$ cat config.mk
export PLATFORM = sky130hd
export DESIGN_NAME = memory_arbiter
export DESIGN_NICKNAME = d
export VERILOG_FILES = /design/src/rtl/memory_arbiter.sv
export SDC_FILE = /design/constraint.sdc
export NUM_CORES = 1
export LEC_CHECK = 0
export BUFFER_PORTS_ARGS = -buffer_cell sky130_fd_sc_hd__buf_2
export CORE_AREA = 3 3 102 104
export DETAILED_ROUTE_END_ITERATION = 12
export DIE_AREA = 0 0 105 107
export PLACE_DENSITY_LB_ADDON = 0.2
export SYNTH_ARGS = -nofsm -noshare
export SYNTH_HDL_FRONTEND = slang
export SYNTH_SLANG_ARGS = --single-unit
$ cat constraint.sdc
create_clock -name CLK -period 1.9 [get_ports CLK]
set_input_delay 0.19 -clock CLK [delete_from_list [all_inputs] [get_ports CLK]]
set_output_delay 0.19 -clock CLK [all_outputs]
set_load 0.1 [all_outputs]
$ cat src/rtl/memory_arbiter.sv
// Single-port RAM arbiter between icache fills and dcache fills/write-backs.
// Optional ARB_ROUND_ROBIN_EN alternates priority on contention; default is data priority.
module memory_arbiter #(
   parameter int ADDR_W = 32,
   parameter int DATA_W = 32
) (
   input  logic              CLK,
   input  logic              RST,
   input  logic              iREN,
   input  logic [ADDR_W-1:0] iaddr,
   output logic              iwait,
   output logic [DATA_W-1:0] iload,
   input  logic              dREN,
   input  logic              dWEN,
   input  logic [ADDR_W-1:0] daddr,
   input  logic [DATA_W-1:0] dstore,
   output logic              dwait,
   output logic [DATA_W-1:0] dload,
   output logic              ramREN,
   output logic              ramWEN,
   output logic [ADDR_W-1:0] ramaddr,
   output logic [DATA_W-1:0] ramstore,
   input  logic [DATA_W-1:0] ramload,
   input  logic [1:0]        ramstate,
   output logic              ramerr
);

   localparam logic [1:0] IDLE = 2'd0;
   localparam logic [1:0] IGNT = 2'd1;
   localparam logic [1:0] DGNT = 2'd2;

   localparam logic [1:0] RAM_ACCESS = 2'b10;
   localparam logic [1:0] RAM_ERROR  = 2'b11;

   logic [1:0] state_q, state_d;
   logic       ramerr_q, ramerr_d;
   logic       d_req_s;
   logic       access_s;

   assign d_req_s  = dREN | dWEN;
   assign access_s = (ramstate == RAM_ACCESS);

`ifdef ARB_ROUND_ROBIN_EN
   // prio_q: 0 favours the icache on contention (reset), 1 favours the dcache.
   logic prio_q, prio_d;

   // Priority flips toward the other requester on each completion.
   always_comb begin
      prio_d = prio_q;
      if (state_q == DGNT && d_req_s && access_s) begin
         prio_d = 1'b0;
      end else if (state_q == IGNT && iREN && access_s) begin
         prio_d = 1'b1;
      end else begin
         prio_d = prio_q;
      end
   end

   // Round-robin priority register.
   always_ff @(posedge CLK or posedge RST) begin
      if (RST) begin
         prio_q <= 1'b0;
      end else begin
         prio_q <= prio_d;
      end
   end
`endif

   // Grant next-state: completion and withdrawal both return to IDLE.
   always_comb begin
      state_d = state_q;
      case (state_q)
         IDLE: begin
`ifdef ARB_ROUND_ROBIN_EN
            if (d_req_s && iREN) begin
               state_d = prio_q ? DGNT : IGNT;
            end else if (d_req_s) begin
               state_d = DGNT;
            end else if (iREN) begin
               state_d = IGNT;
            end else begin
               state_d = IDLE;
            end
`else
            if (d_req_s) begin
               state_d = DGNT;
            end else if (iREN) begin
               state_d = IGNT;
            end else begin
               state_d = IDLE;
            end
`endif
         end
         DGNT: begin
            if (!d_req_s || access_s) begin
               state_d = IDLE;
            end else begin
               state_d = DGNT;
            end
         end
         IGNT: begin
            if (!iREN || access_s) begin
               state_d = IDLE;
            end else begin
               state_d = IGNT;
            end
         end
         default: state_d = IDLE;
      endcase
   end

   // An ERROR seen while any grant is held makes ramerr sticky until reset.
   always_comb begin
      if (state_q != IDLE && ramstate == RAM_ERROR) begin
         ramerr_d = 1'b1;
      end else begin
         ramerr_d = ramerr_q;
      end
   end

   // State and sticky error registers.
   always_ff @(posedge CLK or posedge RST) begin
      if (RST) begin
         state_q  <= IDLE;
         ramerr_q <= 1'b0;
      end else begin
         state_q  <= state_d;
         ramerr_q <= ramerr_d;
      end
   end

   // Combinational RAM muxes and per-requester wait/load returns.
   always_comb begin
      ramREN   = 1'b0;
      ramWEN   = 1'b0;
      ramaddr  = {ADDR_W{1'b0}};
      ramstore = {DATA_W{1'b0}};
      iwait    = 1'b1;
      dwait    = 1'b1;
      iload    = {DATA_W{1'b0}};
      dload    = {DATA_W{1'b0}};
      case (state_q)
         DGNT: begin
            ramaddr  = daddr;
            ramstore = dstore;
            ramWEN   = dWEN;
            ramREN   = dREN & ~dWEN;
            if (d_req_s && access_s) begin
               dwait = 1'b0;
               dload = ramload;
            end else begin
               dwait = 1'b1;
            end
         end
         IGNT: begin
            ramaddr = iaddr;
            ramREN  = iREN;
            if (iREN && access_s) begin
               iwait = 1'b0;
               iload = ramload;
            end else begin
               iwait = 1'b1;
            end
         end
         default: begin
            ramREN = 1'b0;
            ramWEN = 1'b0;
         end
      endcase
   end

   assign ramerr = ramerr_q;

endmodule

==> results of run 1 <==
routing by layer:
metal	part of all wire, %	global-route usage [%]	vias up
met1	31	14.51	1108
met5	0	0	-
li1	-	-	1223
met3	8.9	4.154	0
met2	60	31.21	149
met4	0	0.8435	0
registers in the layout, summed over array words and instances, names as in the netlist:
name	flops
ramerr	1
state_q	2
layout make-up:
class | instances | area, µm²
fill | 829 | 4138
sequential | 3 | 76.32
clock buffer | 4 | 45.04
multi-input combinational | 186 | 1724
tap | 133 | 166.4
inverter | 3 | 11.26
timing repair buffer | 280 | 3478
per-stage QoR:
stage	util [%]	setup slack, ns	power (W)	instances	hold WS [ns]
after global placement	54.35	0.2312	0.005935	596	0.05843
after CTS	55.65	-0.005790	0.006212	606	0.2529
after floorplan	-	0.02965	0.003877	209	-0.05636
after global routing	57.07	-0.02920	0.006441	609	0.3034
after detailed placement	54.35	0.1165	0.005981	596	0.06092
final	57.07	0.04720	0.006243	609	0.2562
worst reg2reg max path: cells and delay by family (launching register included):
kind / cells / cell delay (ns)
simple gates: 1 / 0.08
buf+inv: 2 / 0.30
fa+ha+maj: 1 / 0.24
compound gates: 1 / 0.18
flops: 1 / 0.38
cell usage in the layout, fill, tap and decap left out, types with 2 or more instances in the layout:
| cell | Yosys | layout |
|---|---|---|
| sky130_fd_sc_hd__a22oi_1 | 33 | 26 |
| sky130_fd_sc_hd__a22oi_2 | 0 | 7 |
| sky130_fd_sc_hd__and2_1 | 97 | 2 |
| sky130_fd_sc_hd__and2_2 | 0 | 72 |
| sky130_fd_sc_hd__and2_4 | 0 | 23 |
| sky130_fd_sc_hd__and3_4 | 1 | 2 |
| sky130_fd_sc_hd__buf_12 | 0 | 135 |
| sky130_fd_sc_hd__buf_2 | 6 | 135 |
| sky130_fd_sc_hd__buf_4 | 0 | 2 |
| sky130_fd_sc_hd__buf_6 | 3 | 6 |
| sky130_fd_sc_hd__clkbuf_8 | 0 | 3 |
| sky130_fd_sc_hd__dfrtp_1 | 3 | 2 |
| sky130_fd_sc_hd__ha_1 | 6 | 3 |
| sky130_fd_sc_hd__ha_4 | 0 | 2 |
| sky130_fd_sc_hd__inv_2 | 0 | 2 |
| sky130_fd_sc_hd__nand2_1 | 3 | 3 |
| sky130_fd_sc_hd__nor2_1 | 2 | 2 |
| sky130_fd_sc_hd__nor2b_4 | 0 | 32 |
worst min path at each step:
stage	start	end	slack [ns]
after floorplan	RST	ramerr	-0.06
after global placement	RST	ramerr	0.06
after detailed placement	RST	ramerr	0.06
after CTS	ramstate[0]	ramerr	0.25
after global routing	ramstate[0]	ramerr	0.30
final	ramstate[0]	ramerr	0.26
power breakdown:
| group | leakage (nW) | switching, W | internal (W) |
|---|---|---|---|
| Sequential | 0.0332 | 0.0000169 | 0.0000764 |
| Clock | 0.0228 | 0.0000381 | 0.000143 |
| Combinational | 2.47 | 0.00370 | 0.00227 |
| Total | 2.52 | 0.00376 | 0.00249 |
kinds of logic (layout without fill, tap and decap cells):
| kind of cell | Yosys count | after routing | share of synthesized area (%) |
|---|---|---|---|
| adder cells (fa/ha/maj) | 6 | 6 | 5.268 |
| AND/OR/NAND/NOR | 142 | 144 | 62.77 |
| flip-flops | 3 | 3 | 5.268 |
| AO/OA/AOI/OAI | 36 | 36 | 18.79 |
| buffers and inverters | 22 | 287 | 7.902 |
timing repair:
| action | in CTS | in global routing |
|---|---|---|
| setup endpoints to repair | 52 | 97 |
| gates resized for setup | 12 | 42 |
| hold buffers | 1 | 0 |
| gates cloned | 2 | 3 |
| endpoints found under the hold margin | 3 | 0 |
| buffers inserted | 3 | 0 |
| pin swaps | 0 | 13 |
==> report_table.html, run 1 <==
<table>
<tr><th>Metric</th><th>Value</th></tr>
<tr><th colspan="2">Power and ir drop</th></tr>
<tr><td>Pwr Density</td><td>around 1100 mW/mm²</td></tr>
<tr><td>Leakage power of the design</td><td>2.524 nW</td></tr>
<tr><td>Largest voltage drop on the vdd net</td><td>0.7841 mV</td></tr>
<tr><th colspan="2">STA</th></tr>
<tr><td>Actual transition at the worst max-transition pin</td><td>0.5023 ns</td></tr>
<tr><td>Relative slew slack</td><td>66.74%</td></tr>
<tr><td>Final Hold Viols</td><td>0</td></tr>
<tr><td>Minimum clock period after layout</td><td>1.853 ns</td></tr>
<tr><td>Setup repair after global routing missed its margin</td><td>yes</td></tr>
<tr><td>Part of the cycle the worst path needs</td><td>97.52%</td></tr>
<tr><td>Aggregate negative setup slack</td><td>0 ns</td></tr>
<tr><td>Max Clock Skew</td><td>0.001013 ns</td></tr>
<tr><td>Upper clock frequency limit</td><td>~540 MHz</td></tr>
<tr><td>Total setup violations reported at the end of the flow</td><td>0</td></tr>
<tr><td>Final count of pins violating max slew</td><td>0</td></tr>
<tr><th colspan="2">Placed design</th></tr>
<tr><td>Detailed placement HPWL</td><td>7948 µm</td></tr>
<tr><td>Final weighted congestion in routability-driven placement</td><td>0.7662</td></tr>
<tr><td>Count of input and output buffers</td><td>267</td></tr>
<tr><td>Placed Area</td><td>about 0.0052 mm²</td></tr>
<tr><th colspan="2">Clocking</th></tr>
<tr><td>TritonCTS sink count</td><td>3</td></tr>
<tr><td>Max clock buf depth</td><td>2</td></tr>
<tr><td>Number of buffers created by CTS</td><td>3</td></tr>
<tr><td>Clock-pin transition on the worst setup and hold timing paths</td><td>0.03 ns</td></tr>
<tr><td>Insertion delay to the later sink of the worst-skew pair</td><td>roughly 0.21 ns</td></tr>
<tr><td>TritonCTS clock tree</td><td>done</td></tr>
<tr><td>Cell at the root of the clock tree</td><td>sky130_fd_sc_hd__clkbuf_8</td></tr>
<tr><td>Number of H-tree levels</td><td>1</td></tr>
<tr><th colspan="2">Final layout</th></tr>
<tr><td>Diode insertion count for antenna repair</td><td>0</td></tr>
<tr><td>Fraction of final layout cells sized beyond drive strength 1</td><td>89.92%</td></tr>
<tr><td>Nets</td><td>618</td></tr>
<tr><td>Post-route standard cell area excluding fillers</td><td>0.005502 mm²</td></tr>
<tr><td>Area growth, synth to finish</td><td>286.0%</td></tr>
<tr><th colspan="2">Critical path</th></tr>
<tr><td>Reg2Reg Depth</td><td>5</td></tr>
<tr><td>Critical Path Source</td><td>state_q[0]</td></tr>
<tr><td>Type of the worst setup path</td><td>reg -&gt; out</td></tr>
<tr><td>CP required</td><td>1.71 ns</td></tr>
<tr><td>Capture instance of the worst register-to-register path</td><td>state_q[0]</td></tr>
<tr><td>Critical path capture point type</td><td>output pin</td></tr>
<tr><td>Slack of the worst reg-to-reg path</td><td>about 0.60 ns</td></tr>
<tr><td>Crit path top cell by count</td><td>sky130_fd_sc_hd__buf_12</td></tr>
<tr><td>Startpoint types</td><td>flop</td></tr>
<tr><td>Logic depth of the worst path, buffers included</td><td>6</td></tr>
<tr><td>Signal arrival time at the worst endpoint</td><td>1.66 ns</td></tr>
<tr><td>Worst Path Buf+Inv</td><td>3</td></tr>
<tr><td>Delay contributed by the slowest stage of the critical path</td><td>between 0.3 and 0.4 ns</td></tr>
<tr><td>Slowest cell on crit path</td><td>sky130_fd_sc_hd__dfrtp_1</td></tr>
<tr><td>Kind of cell adding the most delay to the critical path</td><td>buffers and inverters</td></tr>
<tr><td>Endpoint of the most critical setup path</td><td>ramaddr[8]</td></tr>
<tr><td>Cells along the critical path</td><td>buf_4 -&gt; ha_4 -&gt; buf_12 -&gt; a22oi_1 -&gt; nor2b_4 -&gt; buf_12</td></tr>
<tr><td>Reg2Reg Launch Point</td><td>state_q[0]</td></tr>
<tr><td>Crit-path max FO</td><td>31</td></tr>
<tr><th colspan="2">Drt</th></tr>
<tr><td>Post-detailed-route DRC marker count</td><td>0</td></tr>
<tr><td>Count of routing violations after the opening detailed-route iteration</td><td>approximately 80</td></tr>
<tr><td>Routed vias/inst</td><td>4.072</td></tr>
<tr><td>Vias after detailed routing</td><td>2480</td></tr>
<tr><td>Final wirelength</td><td>~9300 µm</td></tr>
<tr><td>Post-DR wirelength/cell</td><td>between 15 and 20 µm</td></tr>
<tr><td>First-pass iteration count of the detailed router</td><td>4</td></tr>
<tr><td>Remaining number of nets flagged by the antenna check after routing</td><td>0</td></tr>
<tr><th colspan="2">Logic synthesis</th></tr>
<tr><td>Post-Synthesis Cells</td><td>209</td></tr>
<tr><td>Number of synthesized flops with an enable pin</td><td>0</td></tr>
<tr><td>Combined area of all synthesized cells</td><td>0.001425 mm²</td></tr>
<tr><td>Top cells by area, synth</td><td>sky130_fd_sc_hd__and2_1, sky130_fd_sc_hd__a22oi_1, sky130_fd_sc_hd__nor2b_1</td></tr>
<tr><td>Sequential area share after synthesis</td><td>5.268%</td></tr>
<tr><td>Top-area cell type share of the netlist area</td><td>42.58%</td></tr>
<tr><td>Top_reg_cell synth</td><td>sky130_fd_sc_hd__dfrtp_1</td></tr>
<tr><td>Async set-reset flop share out of synthesis</td><td>100.0%</td></tr>
<tr><td>Dominant cell type by area after synthesis</td><td>sky130_fd_sc_hd__and2_1</td></tr>
<tr><td>Most numerous cell types in the synthesized netlist</td><td>sky130_fd_sc_hd__and2_1, sky130_fd_sc_hd__a22oi_1, sky130_fd_sc_hd__nor2b_1, sky130_fd_sc_hd__clkbuf_1</td></tr>
<tr><td>Mean cell area of the mapped netlist</td><td>6.819 µm²</td></tr>
<tr><td>Yosys Warn Count</td><td>0</td></tr>
<tr><td>Post-synthesis net count</td><td>350</td></tr>
<tr><td>Top-count cell post-synth</td><td>sky130_fd_sc_hd__and2_1</td></tr>
<tr><td>Flop and latch count out of synthesis</td><td>3</td></tr>
<tr><td>Count of cell types in the netlist</td><td>21</td></tr>
<tr><th colspan="2">Run</th></tr>
<tr><td>Max_cap viols</td><td>0</td></tr>
<tr><th colspan="2">Die</th></tr>
<tr><td>Number of core rows</td><td>36</td></tr>
<tr><td>Area of the core region</td><td>0.009639 mm²</td></tr>
<tr><td>Die Outline Area</td><td>0.01124 mm²</td></tr>
<tr><td>Initial Util</td><td>14.78%</td></tr>
<tr><td>Die extent in y</td><td>between 100 and 150 µm</td></tr>
<tr><td>Boundary pin count</td><td>268</td></tr>
<tr><td>Die extent in x</td><td>approximately 110 µm</td></tr>
<tr><th colspan="2">GRT</th></tr>
<tr><td>Number of global-route vias before repair</td><td>~2500</td></tr>
<tr><td>Remaining global-route overflow</td><td>0</td></tr>
<tr><td>Number of antenna violations at the first check in global routing</td><td>0</td></tr>
<tr><td>Wire length of the first global-routing pass</td><td>13260 µm</td></tr>
<tr><td>Maximum number of pins on one net before global-route repair</td><td>40</td></tr>
<tr><td>Combined global-route utilization of all metal layers</td><td>14.72%</td></tr>
<tr><th colspan="2">Worst hold path</th></tr>
<tr><td>Worst Hold Class</td><td>in -&gt; reg</td></tr>
<tr><td>Worst hold path stage count</td><td>3</td></tr>
<tr><th colspan="2">Run status</th></tr>
<tr><td>Result of the run</td><td>finished, final reports clean</td></tr>
</table>
(Power assumes the default switching activity.)
==> inputs of run 2 (changes only) <==
Settings changed: ABC_AREA set to 1.
==> run 2 against run 1 <==
  * Power grew 4.3%
  * Clock power increased by 3%
  * Hold slack got worse by 0.0084 ns
  * Cell count increased by 17%
  * Largest cell class unchanged
  * Largest power group unchanged
==> report_table.html, run 2 <==
<table>
<tr><th>Metric</th><th>Value</th></tr>
<tr><th colspan="2">Critical path</th></tr>
<tr><td>Critical path capture point type</td><td>output pin</td></tr>
<tr><td>Startpoint types</td><td>flop</td></tr>
<tr><td>Reg2Reg Launch Point</td><td>state_q[1]</td></tr>
<tr><td>Endpoint of the most critical setup path</td><td>iload[11]</td></tr>
<tr><td>Worst Path Buf+Inv</td><td>4 (+1)</td></tr>
<tr><td>Crit-path max FO</td><td>10 (-68%)</td></tr>
<tr><td>Type of the worst setup path</td><td>reg -&gt; out</td></tr>
<tr><td>CP required</td><td>1.71 ns (about the same)</td></tr>
<tr><td>Delay contributed by the slowest stage of the critical path</td><td>0.38 ns (about the same)</td></tr>
<tr><td>Critical Path Source</td><td>state_q[1]</td></tr>
<tr><td>Crit path top cell by count</td><td>sky130_fd_sc_hd__buf_12</td></tr>
<tr><td>Capture instance of the worst register-to-register path</td><td>state_q[0]</td></tr>
<tr><td>Reg2Reg Depth</td><td>6 (+1)</td></tr>
<tr><td>Kind of cell adding the most delay to the critical path</td><td>buffers and inverters</td></tr>
<tr><td>Signal arrival time at the worst endpoint</td><td>1.66 ns (about the same)</td></tr>
<tr><td>Slack of the worst reg-to-reg path</td><td>0.76 ns (+0.16 ns)</td></tr>
<tr><td>Logic depth of the worst path, buffers included</td><td>7 (+1)</td></tr>
<tr><td>Cells along the critical path</td><td>inv_2 -&gt; ha_4 -&gt; nand4_1 -&gt; buf_12 -&gt; buf_12 -&gt; nor2_4 -&gt; buf_12</td></tr>
<tr><td>Slowest cell on crit path</td><td>sky130_fd_sc_hd__dfrtp_1</td></tr>
<tr><th colspan="2">STA</th></tr>
<tr><td>Minimum clock period after layout</td><td>1.849 ns (-0.003969 ns)</td></tr>
<tr><td>Total setup violations reported at the end of the flow</td><td>0 (unchanged)</td></tr>
<tr><td>Max Clock Skew</td><td>0.0002794 ns (-0.0007341 ns)</td></tr>
<tr><td>Actual transition at the worst max-transition pin</td><td>0.5025 ns (+0.0002258 ns)</td></tr>
<tr><td>Part of the cycle the worst path needs</td><td>97.31% (-0.21 points)</td></tr>
<tr><td>Min Hold Slack</td><td>0.2478 ns (-0.008435 ns)</td></tr>
<tr><td>Aggregate negative setup slack</td><td>0 ns (unchanged)</td></tr>
<tr><td>Upper clock frequency limit</td><td>540.9 MHz (+0.21%)</td></tr>
<tr><td>Final Hold Viols</td><td>0 (unchanged)</td></tr>
<tr><td>Setup repair after global routing missed its margin</td><td>yes</td></tr>
<tr><td>Relative slew slack</td><td>66.73% (about the same)</td></tr>
<tr><td>Final count of pins violating max slew</td><td>0 (unchanged)</td></tr>
<tr><th colspan="2">Die</th></tr>
<tr><td>Area of the core region</td><td>0.009639 mm² (unchanged)</td></tr>
<tr><td>Initial Util</td><td>14.12% (-0.66 points)</td></tr>
<tr><td>Number of core rows</td><td>36 (unchanged)</td></tr>
<tr><td>Die Outline Area</td><td>0.01124 mm² (unchanged)</td></tr>
<tr><td>Die extent in x</td><td>105 µm (unchanged)</td></tr>
<tr><td>Boundary pin count</td><td>268 (unchanged)</td></tr>
<tr><td>Die extent in y</td><td>107 µm (unchanged)</td></tr>
<tr><th colspan="2">Logic synthesis</th></tr>
<tr><td>Post-synthesis net count</td><td>453 (+29%)</td></tr>
<tr><td>Yosys Warn Count</td><td>0 (unchanged)</td></tr>
<tr><td>Count of cell types in the netlist</td><td>14 (-33%)</td></tr>
<tr><td>Most numerous cell types in the synthesized netlist</td><td>sky130_fd_sc_hd__nand2_1, sky130_fd_sc_hd__inv_1, sky130_fd_sc_hd__nor2_1, sky130_fd_sc_hd__a21oi_1, sky130_fd_sc_hd__buf_2</td></tr>
<tr><td>Mean cell area of the mapped netlist</td><td>4.363 µm² (-36%)</td></tr>
<tr><td>Top cells by area, synth</td><td>sky130_fd_sc_hd__nand2_1, sky130_fd_sc_hd__inv_1, sky130_fd_sc_hd__nor2_1</td></tr>
<tr><td>Top-count cell post-synth</td><td>sky130_fd_sc_hd__nand2_1</td></tr>
<tr><td>Dominant cell type by area after synthesis</td><td>sky130_fd_sc_hd__nand2_1</td></tr>
<tr><td>Top-area cell type share of the netlist area</td><td>28.95% (-14 points)</td></tr>
<tr><td>Top_reg_cell synth</td><td>sky130_fd_sc_hd__dfrtp_1</td></tr>
<tr><td>Async set-reset flop share out of synthesis</td><td>100.0% (unchanged)</td></tr>
<tr><td>Sequential area share after synthesis</td><td>5.515% (+0.25 points)</td></tr>
<tr><td>Combined area of all synthesized cells</td><td>0.001361 mm² (-4.5%)</td></tr>
<tr><td>Flop and latch count out of synthesis</td><td>3 (unchanged)</td></tr>
<tr><td>Number of synthesized flops with an enable pin</td><td>0 (unchanged)</td></tr>
<tr><td>Post-Synthesis Cells</td><td>312 (+49%)</td></tr>
<tr><th colspan="2">GRT</th></tr>
<tr><td>Maximum number of pins on one net before global-route repair</td><td>33 (-18%)</td></tr>
<tr><td>Remaining global-route overflow</td><td>0 (unchanged)</td></tr>
<tr><td>Wire length of the first global-routing pass</td><td>15080 µm (+14%)</td></tr>
<tr><td>Number of global-route vias before repair</td><td>2970 (+20%)</td></tr>
<tr><td>Number of antenna violations at the first check in global routing</td><td>0 (unchanged)</td></tr>
<tr><td>Combined global-route utilization of all metal layers</td><td>16.45% (+1.7 points)</td></tr>
<tr><th colspan="2">Drt</th></tr>
<tr><td>Final wirelength</td><td>10290 µm (+10%)</td></tr>
<tr><td>Post-DR wirelength/cell</td><td>14.39 µm (-6.2%)</td></tr>
<tr><td>Remaining number of nets flagged by the antenna check after routing</td><td>0 (unchanged)</td></tr>
<tr><td>Count of routing violations after the opening detailed-route iteration</td><td>106 (+36%)</td></tr>
<tr><td>Vias after detailed routing</td><td>2914 (+18%)</td></tr>
<tr><td>Post-detailed-route DRC marker count</td><td>0 (unchanged)</td></tr>
<tr><td>First-pass iteration count of the detailed router</td><td>4 (unchanged)</td></tr>
<tr><td>Routed vias/inst</td><td>4.076 (about the same)</td></tr>
<tr><th colspan="2">Clocking</th></tr>
<tr><td>Max clock buf depth</td><td>2 (unchanged)</td></tr>
<tr><td>TritonCTS clock tree</td><td>done</td></tr>
<tr><td>Number of H-tree levels</td><td>1 (unchanged)</td></tr>
<tr><td>Cell at the root of the clock tree</td><td>sky130_fd_sc_hd__clkbuf_8</td></tr>
<tr><td>Insertion delay to the later sink of the worst-skew pair</td><td>0.21 ns (about the same)</td></tr>
<tr><td>TritonCTS sink count</td><td>3 (unchanged)</td></tr>
<tr><td>Clock-pin transition on the worst setup and hold timing paths</td><td>0.03 ns (about the same)</td></tr>
<tr><td>Number of buffers created by CTS</td><td>3 (unchanged)</td></tr>
<tr><th colspan="2">Placed design</th></tr>
<tr><td>Detailed placement HPWL</td><td>8706 µm (+9.5%)</td></tr>
<tr><td>Final weighted congestion in routability-driven placement</td><td>0.8381 (+9.4%)</td></tr>
<tr><td>Count of input and output buffers</td><td>267 (unchanged)</td></tr>
<tr><th colspan="2">Final layout</th></tr>
<tr><td>Commonest cells after routing, fill and taps aside</td><td>sky130_fd_sc_hd__buf_12, sky130_fd_sc_hd__buf_2, sky130_fd_sc_hd__nand2_1, sky130_fd_sc_hd__inv_1, sky130_fd_sc_hd__nor2_4</td></tr>
<tr><td>Number of flip-flops in the largest register</td><td>2 (unchanged)</td></tr>
<tr><td>Fraction of final layout cells sized beyond drive strength 1</td><td>67.18% (-23 points)</td></tr>
<tr><td>Util after Layout</td><td>61.89% (+4.8 points)</td></tr>
<tr><td>Area growth, synth to finish</td><td>338.2%</td></tr>
<tr><td>Diode insertion count for antenna repair</td><td>0 (unchanged)</td></tr>
<tr><td>Nets</td><td>724 (+17%)</td></tr>
<tr><td>Top reg by flops</td><td>state_q</td></tr>
<tr><td>Most common cell after layout, fill and taps aside</td><td>sky130_fd_sc_hd__buf_12</td></tr>
<tr><th colspan="2">Power and ir drop</th></tr>
<tr><td>Pwr Density</td><td>1092 mW/mm² (-3.8%)</td></tr>
<tr><td>Leakage power of the design</td><td>2.760 nW (+9.4%)</td></tr>
<tr><td>Largest voltage drop on the vdd net</td><td>0.9212 mV (+17%)</td></tr>
<tr><th colspan="2">Worst hold path</th></tr>
<tr><td>Worst Hold Class</td><td>in -&gt; reg</td></tr>
<tr><th colspan="2">Run status</th></tr>
<tr><td>Result of the run</td><td>finished, final reports clean</td></tr>
<tr><th colspan="2">Run</th></tr>
<tr><td>Max_cap viols</td><td>0 (unchanged)</td></tr>
</table>
## run 2: changes by cell type after synthesis, sizes merged, moves of 2 or more
cell | before | now
a21oi | 1 | 35
a22oi | 33 | 0
and2 | 97 | 0
buf | 9 | 14
clkbuf | 10 | 5
inv | 3 | 73
nand2 | 3 | 105
nor2 | 2 | 66
nor2b | 33 | 0
nor3b | 2 | 0
## run 2: stage by stage
stage	std cells	worst slack [ns]	power (W)	instance area [µm²]
final	715	0.05117	0.006514	5966
after global routing	715	-0.05535	0.006725	5966
after CTS	713	-0.01473	0.006470	5889
after detailed placement	704	0.1393	0.006174	5748
after global placement	704	0.2012	0.006126	5748
after floorplan	312	-0.4248	0.003965	2188
## run 2: final cells by class
cell class	instances	area, µm²
Clock buffer	4	45.04
Timing Repair Buffer	285	3617
Fill cell	800	3674
Multi-Input combinational cell	217	1787
Sequential cell	3	76.32
Tap cell	133	166.4
Inverter	73	274.0
## run 2: cell families (layout without fill, tap and decap cells)
kind of cell,after synthesis,after routing,share of synthesized area (%)
fa+ha+maj,6,6,5.515
flops,3,3,5.515
simple gates,174,174,48.53
buf+inv,92,362,26.38
compound gates,37,37,14.06
## run 2: worst min path at each step
stage / from / endpoint / slack [ns] / cells after the start
after CTS: ramstate[0] / ramerr / 0.25 / 2
after floorplan: RST / ramerr / -0.06 / 1
after global placement: RST / ramerr / 0.06 / 2
after detailed placement: RST / ramerr / 0.06 / 2
after global routing: ramstate[0] / ramerr / 0.25 / 2
final: ramstate[0] / ramerr / 0.25 / 2
## run 2: layer usage
layer	vias up	track usage [%]	share of wire [%]
li1	1432	-	-
met3	12	3.432	6.8
met2	135	35.24	59
met1	1335	16.06	33
met5	-	0	0
met4	0	2.530	1.4
## run 2: timing repair
action                     in CTS  in global routing
pin swaps                       1                  2
cloned                          1                  2
setup endpoints to repair      43                 71
hold endpoints to repair        3                  0
resized for setup               7                  6
hold buffers                    1                  0
buffers inserted                3                  0
## run 2: power breakdown
part	switching, W	internal [W]	leakage, nW
sequential	0.00000952	0.0000752	0.0326
clock	0.0000425	0.000143	0.0228
combinational	0.00415	0.00209	2.70
total	0.00421	0.00231	2.76
